==> config.mk <==
export PLATFORM = sky130hd
export DESIGN_NAME = booth_mult
export DESIGN_NICKNAME = d
export VERILOG_FILES = /design/src/rtl/mult_pkg.sv /design/src/rtl/booth_step.sv /design/src/rtl/booth_mult.sv
export SDC_FILE = /design/constraint.sdc
export NUM_CORES = 1
export LEC_CHECK = 0
export CAP_MARGIN = 20
export CORE_MARGIN = 5
export CORE_UTILIZATION = 30
export CTS_BUF_LIST = sky130_fd_sc_hd__clkbuf_16
export DETAILED_ROUTE_END_ITERATION = 6
export GPL_TIMING_DRIVEN = 0
export PLACE_DENSITY = 0.49
export SETUP_SLACK_MARGIN = 0.4
export SLEW_MARGIN = 0
export SYNTH_ARGS = -nofsm -noshare
export SYNTH_HDL_FRONTEND = slang
export SYNTH_SLANG_ARGS = --single-unit
==> constraint.sdc <==
create_clock -name clock -period 8.3 [get_ports clock]
set_input_delay 1.66 -clock clock [delete_from_list [all_inputs] [get_ports clock]]
set_output_delay 1.66 -clock clock [all_outputs]
set_load 0.05 [all_outputs]
==> src/rtl/mult_pkg.sv <==
// -----------------------------------------------------------------------------
// mult_pkg
// Shared definitions for the radix-2 Booth multiplier:
//   - controller state encoding (IDLE / RUN / DONE)
//   - default operand width
//   - Booth step counts for the signed-only and signed/unsigned builds
//   - Booth pair encodings of {Q[0], Q-1}
// Optional feature macro: MULT_UNSIGNED_EN (selects the 33-step count).
// -----------------------------------------------------------------------------
package mult_pkg;

  localparam int MULT_WIDTH     = 32;
  localparam int STEPS_SIGNED   = MULT_WIDTH;
  localparam int STEPS_UNSIGNED = MULT_WIDTH + 1;

  typedef enum logic [1:0] {
    IDLE = 2'd0,
    RUN  = 2'd1,
    DONE = 2'd2
  } state_t;

  // {Q[0], Q-1} pairs that trigger an add or a subtract; 00/11 only shift.
  localparam logic [1:0] PAIR_ADD = 2'b01;
  localparam logic [1:0] PAIR_SUB = 2'b10;

  // Number of Booth iterations for a given operand width. Unsigned support
  // widens the operands by one bit, which costs one extra iteration.
  function automatic int booth_steps(input int width);
`ifdef MULT_UNSIGNED_EN
    return width + (STEPS_UNSIGNED - MULT_WIDTH);
`else
    return width + (STEPS_SIGNED - MULT_WIDTH);
`endif
  endfunction

endpackage

==> src/rtl/booth_step.sv <==
// -----------------------------------------------------------------------------
// booth_step
// One combinational radix-2 Booth iteration: conditional add/subtract of M
// into the accumulator, then arithmetic shift right of {Acc, Q, Q-1}.
// Ports:
//   acc_i   [ACC_W-1:0]  current accumulator (one guard bit over the operand)
//   q_i     [OPW-1:0]    current multiplier / low product bits
//   q_m1_i               current Q-1 bit
//   m_i     [OPW-1:0]    multiplicand (two's complement)
//   acc_o, q_o, q_m1_o   next {Acc, Q, Q-1}
// -----------------------------------------------------------------------------
module booth_step
  import mult_pkg::*;
#(
  parameter int OPW   = 32,
  parameter int ACC_W = OPW + 1
) (
  input  logic [ACC_W-1:0] acc_i,
  input  logic [OPW-1:0]   q_i,
  input  logic             q_m1_i,
  input  logic [OPW-1:0]   m_i,
  output logic [ACC_W-1:0] acc_o,
  output logic [OPW-1:0]   q_o,
  output logic             q_m1_o
);

  logic [ACC_W-1:0] m_ext_s;
  logic [ACC_W-1:0] sum_s;

  // The guard bit keeps Acc - M exact even when M is the most-negative value.
  assign m_ext_s = {{(ACC_W - OPW){m_i[OPW-1]}}, m_i};

  // Add, subtract or pass the accumulator depending on the Booth pair.
  always_comb begin
    sum_s = acc_i;
    case ({q_i[0], q_m1_i})
      PAIR_ADD: sum_s = acc_i + m_ext_s;
      PAIR_SUB: sum_s = acc_i - m_ext_s;
      default:  sum_s = acc_i;
    endcase
  end

  // Arithmetic shift right of {sum, Q, Q-1}, sign taken from the post-add sum.
  assign acc_o  = {sum_s[ACC_W-1], sum_s[ACC_W-1:1]};
  assign q_o    = {sum_s[0], q_i[OPW-1:1]};
  assign q_m1_o = q_i[0];

endmodule

==> src/rtl/booth_mult.sv <==
// -----------------------------------------------------------------------------
// booth_mult
// Sequential WIDTH x WIDTH radix-2 Booth multiplier with start/done handshake.
// The 2*WIDTH product is held on hi/lo until the next completed operation.
// Ports:
//   clock          rising-edge clock
//   reset          asynchronous active-low reset
//   start          request, sampled only in IDLE
//   multiplicand   operand A, captured when start is accepted
//   multiplier     operand B, captured when start is accepted
//   signed_op      1 = signed, 0 = unsigned (only with MULT_UNSIGNED_EN)
//   busy           high in RUN and DONE
//   done           one-cycle completion strobe
//   hi, lo         upper / lower product halves
// Optional feature macro: MULT_UNSIGNED_EN (adds signed_op, 33 Booth steps).
// -----------------------------------------------------------------------------
module booth_mult
  import mult_pkg::*;
#(
  parameter int WIDTH = MULT_WIDTH
) (
  input  logic             clock,
  input  logic             reset,
  input  logic             start,
  input  logic [WIDTH-1:0] multiplicand,
  input  logic [WIDTH-1:0] multiplier,
`ifdef MULT_UNSIGNED_EN
  input  logic             signed_op,
`endif
  output logic             busy,
  output logic             done,
  output logic [WIDTH-1:0] hi,
  output logic [WIDTH-1:0] lo
);

`ifdef MULT_UNSIGNED_EN
  localparam int OPW = WIDTH + 1;
`else
  localparam int OPW = WIDTH;
`endif
  localparam int ACC_W = OPW + 1;
  localparam int STEPS = booth_steps(WIDTH);
  localparam int CNT_W = $clog2(STEPS + 1);

  state_t             state_q;
  logic [ACC_W-1:0]   acc_q;
  logic [OPW-1:0]     q_q;
  logic               q_m1_q;
  logic [OPW-1:0]     m_q;
  logic [CNT_W-1:0]   cnt_q;
  logic [WIDTH-1:0]   hi_q;
  logic [WIDTH-1:0]   lo_q;

  logic [ACC_W-1:0]   acc_d;
  logic [OPW-1:0]     q_d;
  logic               q_m1_d;
  logic [OPW-1:0]     m_ext_s;
  logic [OPW-1:0]     q_ext_s;
  logic [WIDTH-1:0]   hi_d;

  // Operand extension to the internal operand width.
  always_comb begin
`ifdef MULT_UNSIGNED_EN
    if (signed_op) begin
      m_ext_s = {multiplicand[WIDTH-1], multiplicand};
      q_ext_s = {multiplier[WIDTH-1], multiplier};
    end else begin
      m_ext_s = {1'b0, multiplicand};
      q_ext_s = {1'b0, multiplier};
    end
`else
    m_ext_s = multiplicand;
    q_ext_s = multiplier;
`endif
  end

  booth_step #(
    .OPW   (OPW),
    .ACC_W (ACC_W)
  ) u_step (
    .acc_i  (acc_q),
    .q_i    (q_q),
    .q_m1_i (q_m1_q),
    .m_i    (m_q),
    .acc_o  (acc_d),
    .q_o    (q_d),
    .q_m1_o (q_m1_d)
  );

  // Upper product half taken from the low 2*WIDTH bits of {Acc, Q}.
`ifdef MULT_UNSIGNED_EN
  assign hi_d = {acc_d[WIDTH-2:0], q_d[WIDTH]};
`else
  assign hi_d = acc_d[WIDTH-1:0];
`endif

  // Controller FSM, step counter and datapath registers.
  always_ff @(posedge clock or negedge reset) begin
    if (!reset) begin
      state_q <= IDLE;
      acc_q   <= '0;
      q_q     <= '0;
      q_m1_q  <= 1'b0;
      m_q     <= '0;
      cnt_q   <= '0;
      hi_q    <= '0;
      lo_q    <= '0;
    end else begin
      case (state_q)
        IDLE: begin
          if (start) begin
            m_q     <= m_ext_s;
            q_q     <= q_ext_s;
            acc_q   <= '0;
            q_m1_q  <= 1'b0;
            cnt_q   <= CNT_W'(STEPS);
            state_q <= RUN;
          end
        end
        RUN: begin
          acc_q  <= acc_d;
          q_q    <= q_d;
          q_m1_q <= q_m1_d;
          cnt_q  <= cnt_q - CNT_W'(1);
          // Last iteration: publish the product on the same edge.
          if (cnt_q == CNT_W'(1)) begin
            hi_q    <= hi_d;
            lo_q    <= q_d[WIDTH-1:0];
            state_q <= DONE;
          end
        end
        DONE: begin
          state_q <= IDLE;
        end
        default: begin
          state_q <= IDLE;
        end
      endcase
    end
  end

  assign busy = (state_q != IDLE);
  assign done = (state_q == DONE);
  assign hi   = hi_q;
  assign lo   = lo_q;

endmodule

==> metrics <==
post-route clock period utilization=0.6394; initial antenna violation count=0; largest net degree at the start of global routing=87; critical path's slowest cell=or3b_2; async set-or-reset flop fraction in the synthesized netlist=1.000; worst setup path class=reg2reg; Design Area, Final=0.01165 sq mm; GPL Wtd Cong=0.8838; H-tree level count=4; #FFs+latches synth=169; post-synth net total=approximately 1200; most frequent cells in the layout=nand2_1 (298), dfrtp_1 (169), clkdlybuf4s50_1 (131); die footprint=0.03441 sq mm; unrepaired setup endpoints after global routing=no; Seq/Total Area, Yosys=0.4576; TritonCTS clock tree=yes; Synth Cell Area=0.009241 sq mm; initial core utilization=0.3029; crit path capture type=flip-flop; number of port buffers=132; number of inserted diodes=0; Netlist cell types=59; Die X=185.5 um; fmax=188.4 MHz; Top FF cell, synth=dfrtp_1; class of the worst hold path=reg2reg; global-route wire length before repair=approximately 47000 um; Area growth, synth to finish=26.12%; commonest non-fill, non-tap cell in the layout=nand2_1; clock-pin slew on the worst setup and hold paths=approximately 0.07 ns; total wire length=about 30000 um; DR DRC count=0; Crit path largest cell delay=roughly 0.47 ns; fin nets=1345; Setup Skew=between 0.01 and 0.015 ns; status=finished clean; router iterations before antenna repair=5; CP Launch Type=flip-flop; syn avg cell area=roughly 8.5 sq um; vias per cell=~5; share of cells above drive strength 1=0.03509; busiest grt layer=met2; Setup Fix Bufs, Post-CTS=0; GRT Total Usage=0.1749; DR WL/cell=17.82 um; post-route ant nets=0; PostCTS Resize Cnt=0; worst-path cell chain=inv_1, ha_1, or3b_2, nor3_1, a21oi_1, xnor2_1, ha_1, a21o_1, a221o_1, a221o_1, a31oi_2, o21ai_1, a311o_1, a31oi_1, mux2i_1, o211ai_1; Worst-Margin Slew=approximately 1 ns; WP buf/inv=1; CTS Buffer Depth=2; min Tclk post-route=5.307 ns; clk root buf=clkbuf_16; M3 GR Usage=0.05648; synth warn=0; GR Util met2=0.2632; DP HPWL=about 22000 um; DR vias=between 8000 and 9000; max_slew headroom=0.3416; placed cell areas=roughly 0.011 sq mm; Die Height=between 150 and 200 um; Data arrival, critical path=around 5.6 ns; TritonCTS Buffers=17; Worst EP required=approximately 8.6 ns; Post-Syn Instances=1089; DR iter-0 viols=~490; total grt overflow=0; final count of hold timing violations=0; Clk Latency, worst-skew pair=0.44 ns; Final setup viols=0; pins over their slew limit=0; Clock Sinks=roughly 170; Max Cap Viol=0; vias in the first global route=between 8000 and 9000; met1 Use GR=0.2447; Hold-fix buffers, CTS=0; Core ar.=0.03051 sq mm; Hold Slack=0.4737 ns; DP Cell Count=1618; Final Non-Filler Cells=around 1700; worst-path fanout max=6; Post-synth EDFFs=0; I/O pin total=approximately 130; TNS Setup=0 ns; Rows=64; Top delay family on crit path=compound AO/OA/AOI/OAI gates
path summary, 6_finish.rpt:
kind / to / depth (start not counted) / startpoint / slack, ns
worst max-delay path: hi[24]$_DFFE_PN0P_ / 16 / m_q[0]$_DFFE_PN0P_ / 2.99
worst min-delay path: lo[0]$_DFFE_PN0P_ / 2 / lo[0]$_DFFE_PN0P_ / 0.47
worst max register to register: hi[24]$_DFFE_PN0P_ / 16 / m_q[0]$_DFFE_PN0P_ / 2.99
worst min register to register: lo[0]$_DFFE_PN0P_ / 2 / lo[0]$_DFFE_PN0P_ / 0.47
max in group asynchronous: m_q[8]$_DFFE_PN0P_ / 2 / reset / 6.20
min in group asynchronous: hi[8]$_DFFE_PN0P_ / 1 / reset / 1.19
layer usage:
metal | part of all wire | routed length [um]
met5 | 0 | 0
met4 | 0.017 | 500
met3 | 0.065 | 1918
met2 | 0.44 | 12990
met1 | 0.48 | 13990
worst min-delay path, stage by stage (launching register included):
cell and delay (ns):
dfrtp_1 0.34, nand2_1 0.05, nand2_1 0.05
final cells by class:
cell class	instances	area, sq um
clock inverter	15	138.9
tap	396	495.5
clock buffer	17	425.4
sequential	169	4229
inverter	20	75.07
multi-input combinational	834	4690
fill	3176	18850
timing repair buffer	133	1354
buffer	66	247.7
cells in the mapped netlist, types with 2 or more instances:
| master | instances | area share |
|---|---|---|
| mux2_2 | 3 | 0.0037 |
| nand4b_1 | 3 | 0.0028 |
| and3_1 | 8 | 0.0054 |
| o21a_1 | 7 | 0.0057 |
| nor2_1 | 60 | 0.024 |
| nand4_1 | 6 | 0.0041 |
| nand3_1 | 44 | 0.024 |
| nand2_1 | 298 | 0.12 |
| buf_1 | 7 | 0.0028 |
| a31oi_1 | 7 | 0.0047 |
| or4_1 | 5 | 0.0041 |
| clkbuf_1 | 59 | 0.024 |
| nor3_1 | 16 | 0.0087 |
| a21o_1 | 21 | 0.017 |
| dfrtp_1 | 169 | 0.46 |
| xor2_1 | 14 | 0.013 |
| a211oi_1 | 7 | 0.0057 |
| a22oi_1 | 31 | 0.025 |
| and2_1 | 5 | 0.0034 |
| nor3b_1 | 2 | 0.0016 |
| o211ai_1 | 3 | 0.0024 |
| nor4_1 | 8 | 0.0054 |
| nand2b_1 | 7 | 0.0047 |
| o21ai_1 | 26 | 0.014 |
| o21ai_0 | 54 | 0.029 |
| inv_1 | 20 | 0.0081 |
| xnor2_1 | 43 | 0.041 |
| o31ai_1 | 4 | 0.0032 |
| a21oi_1 | 68 | 0.037 |
| mux2i_1 | 8 | 0.0087 |
| o2111ai_1 | 2 | 0.0019 |
| a221o_1 | 3 | 0.0032 |
| nor2b_1 | 9 | 0.0061 |
| o21bai_1 | 2 | 0.0016 |
| ha_1 | 36 | 0.049 |
cells by family after synthesis:
| family | Yosys count | synth area share |
|---|---|---|
| compound gates | 251 | 0.1683 |
| xor+xnor | 57 | 0.05402 |
| fa+ha+maj | 37 | 0.05091 |
| buf+inv | 86 | 0.03493 |
| flops | 169 | 0.4576 |
| mux | 11 | 0.01232 |
| simple gates | 478 | 0.2219 |
sequential cells by signal, indices dropped and copies added (netlist names):
| signal | flops |
|---|---|
| lo | 32 |
| q_m1_q | 1 |
| state_q | 2 |
| hi | 32 |
| acc_q | 32 |
| m_q | 32 |
| q_q | 32 |
| cnt_q | 6 |
per-stage QoR:
| step | utilization | worst slack [ns] |
|---|---|---|
| final | 0.3820 | 2.993 |
| after global routing | 0.3820 | 2.642 |
| after CTS | 0.3820 | 3.047 |
| after detailed placement | 0.3635 | 3.069 |
| after global placement | 0.3625 | -1.992 |
| after floorplan | - | 4.088 |
Power is left out: the tool's default activity adds up to more than one toggle a clock period on the data nets, which glitch-free logic cannot reach.
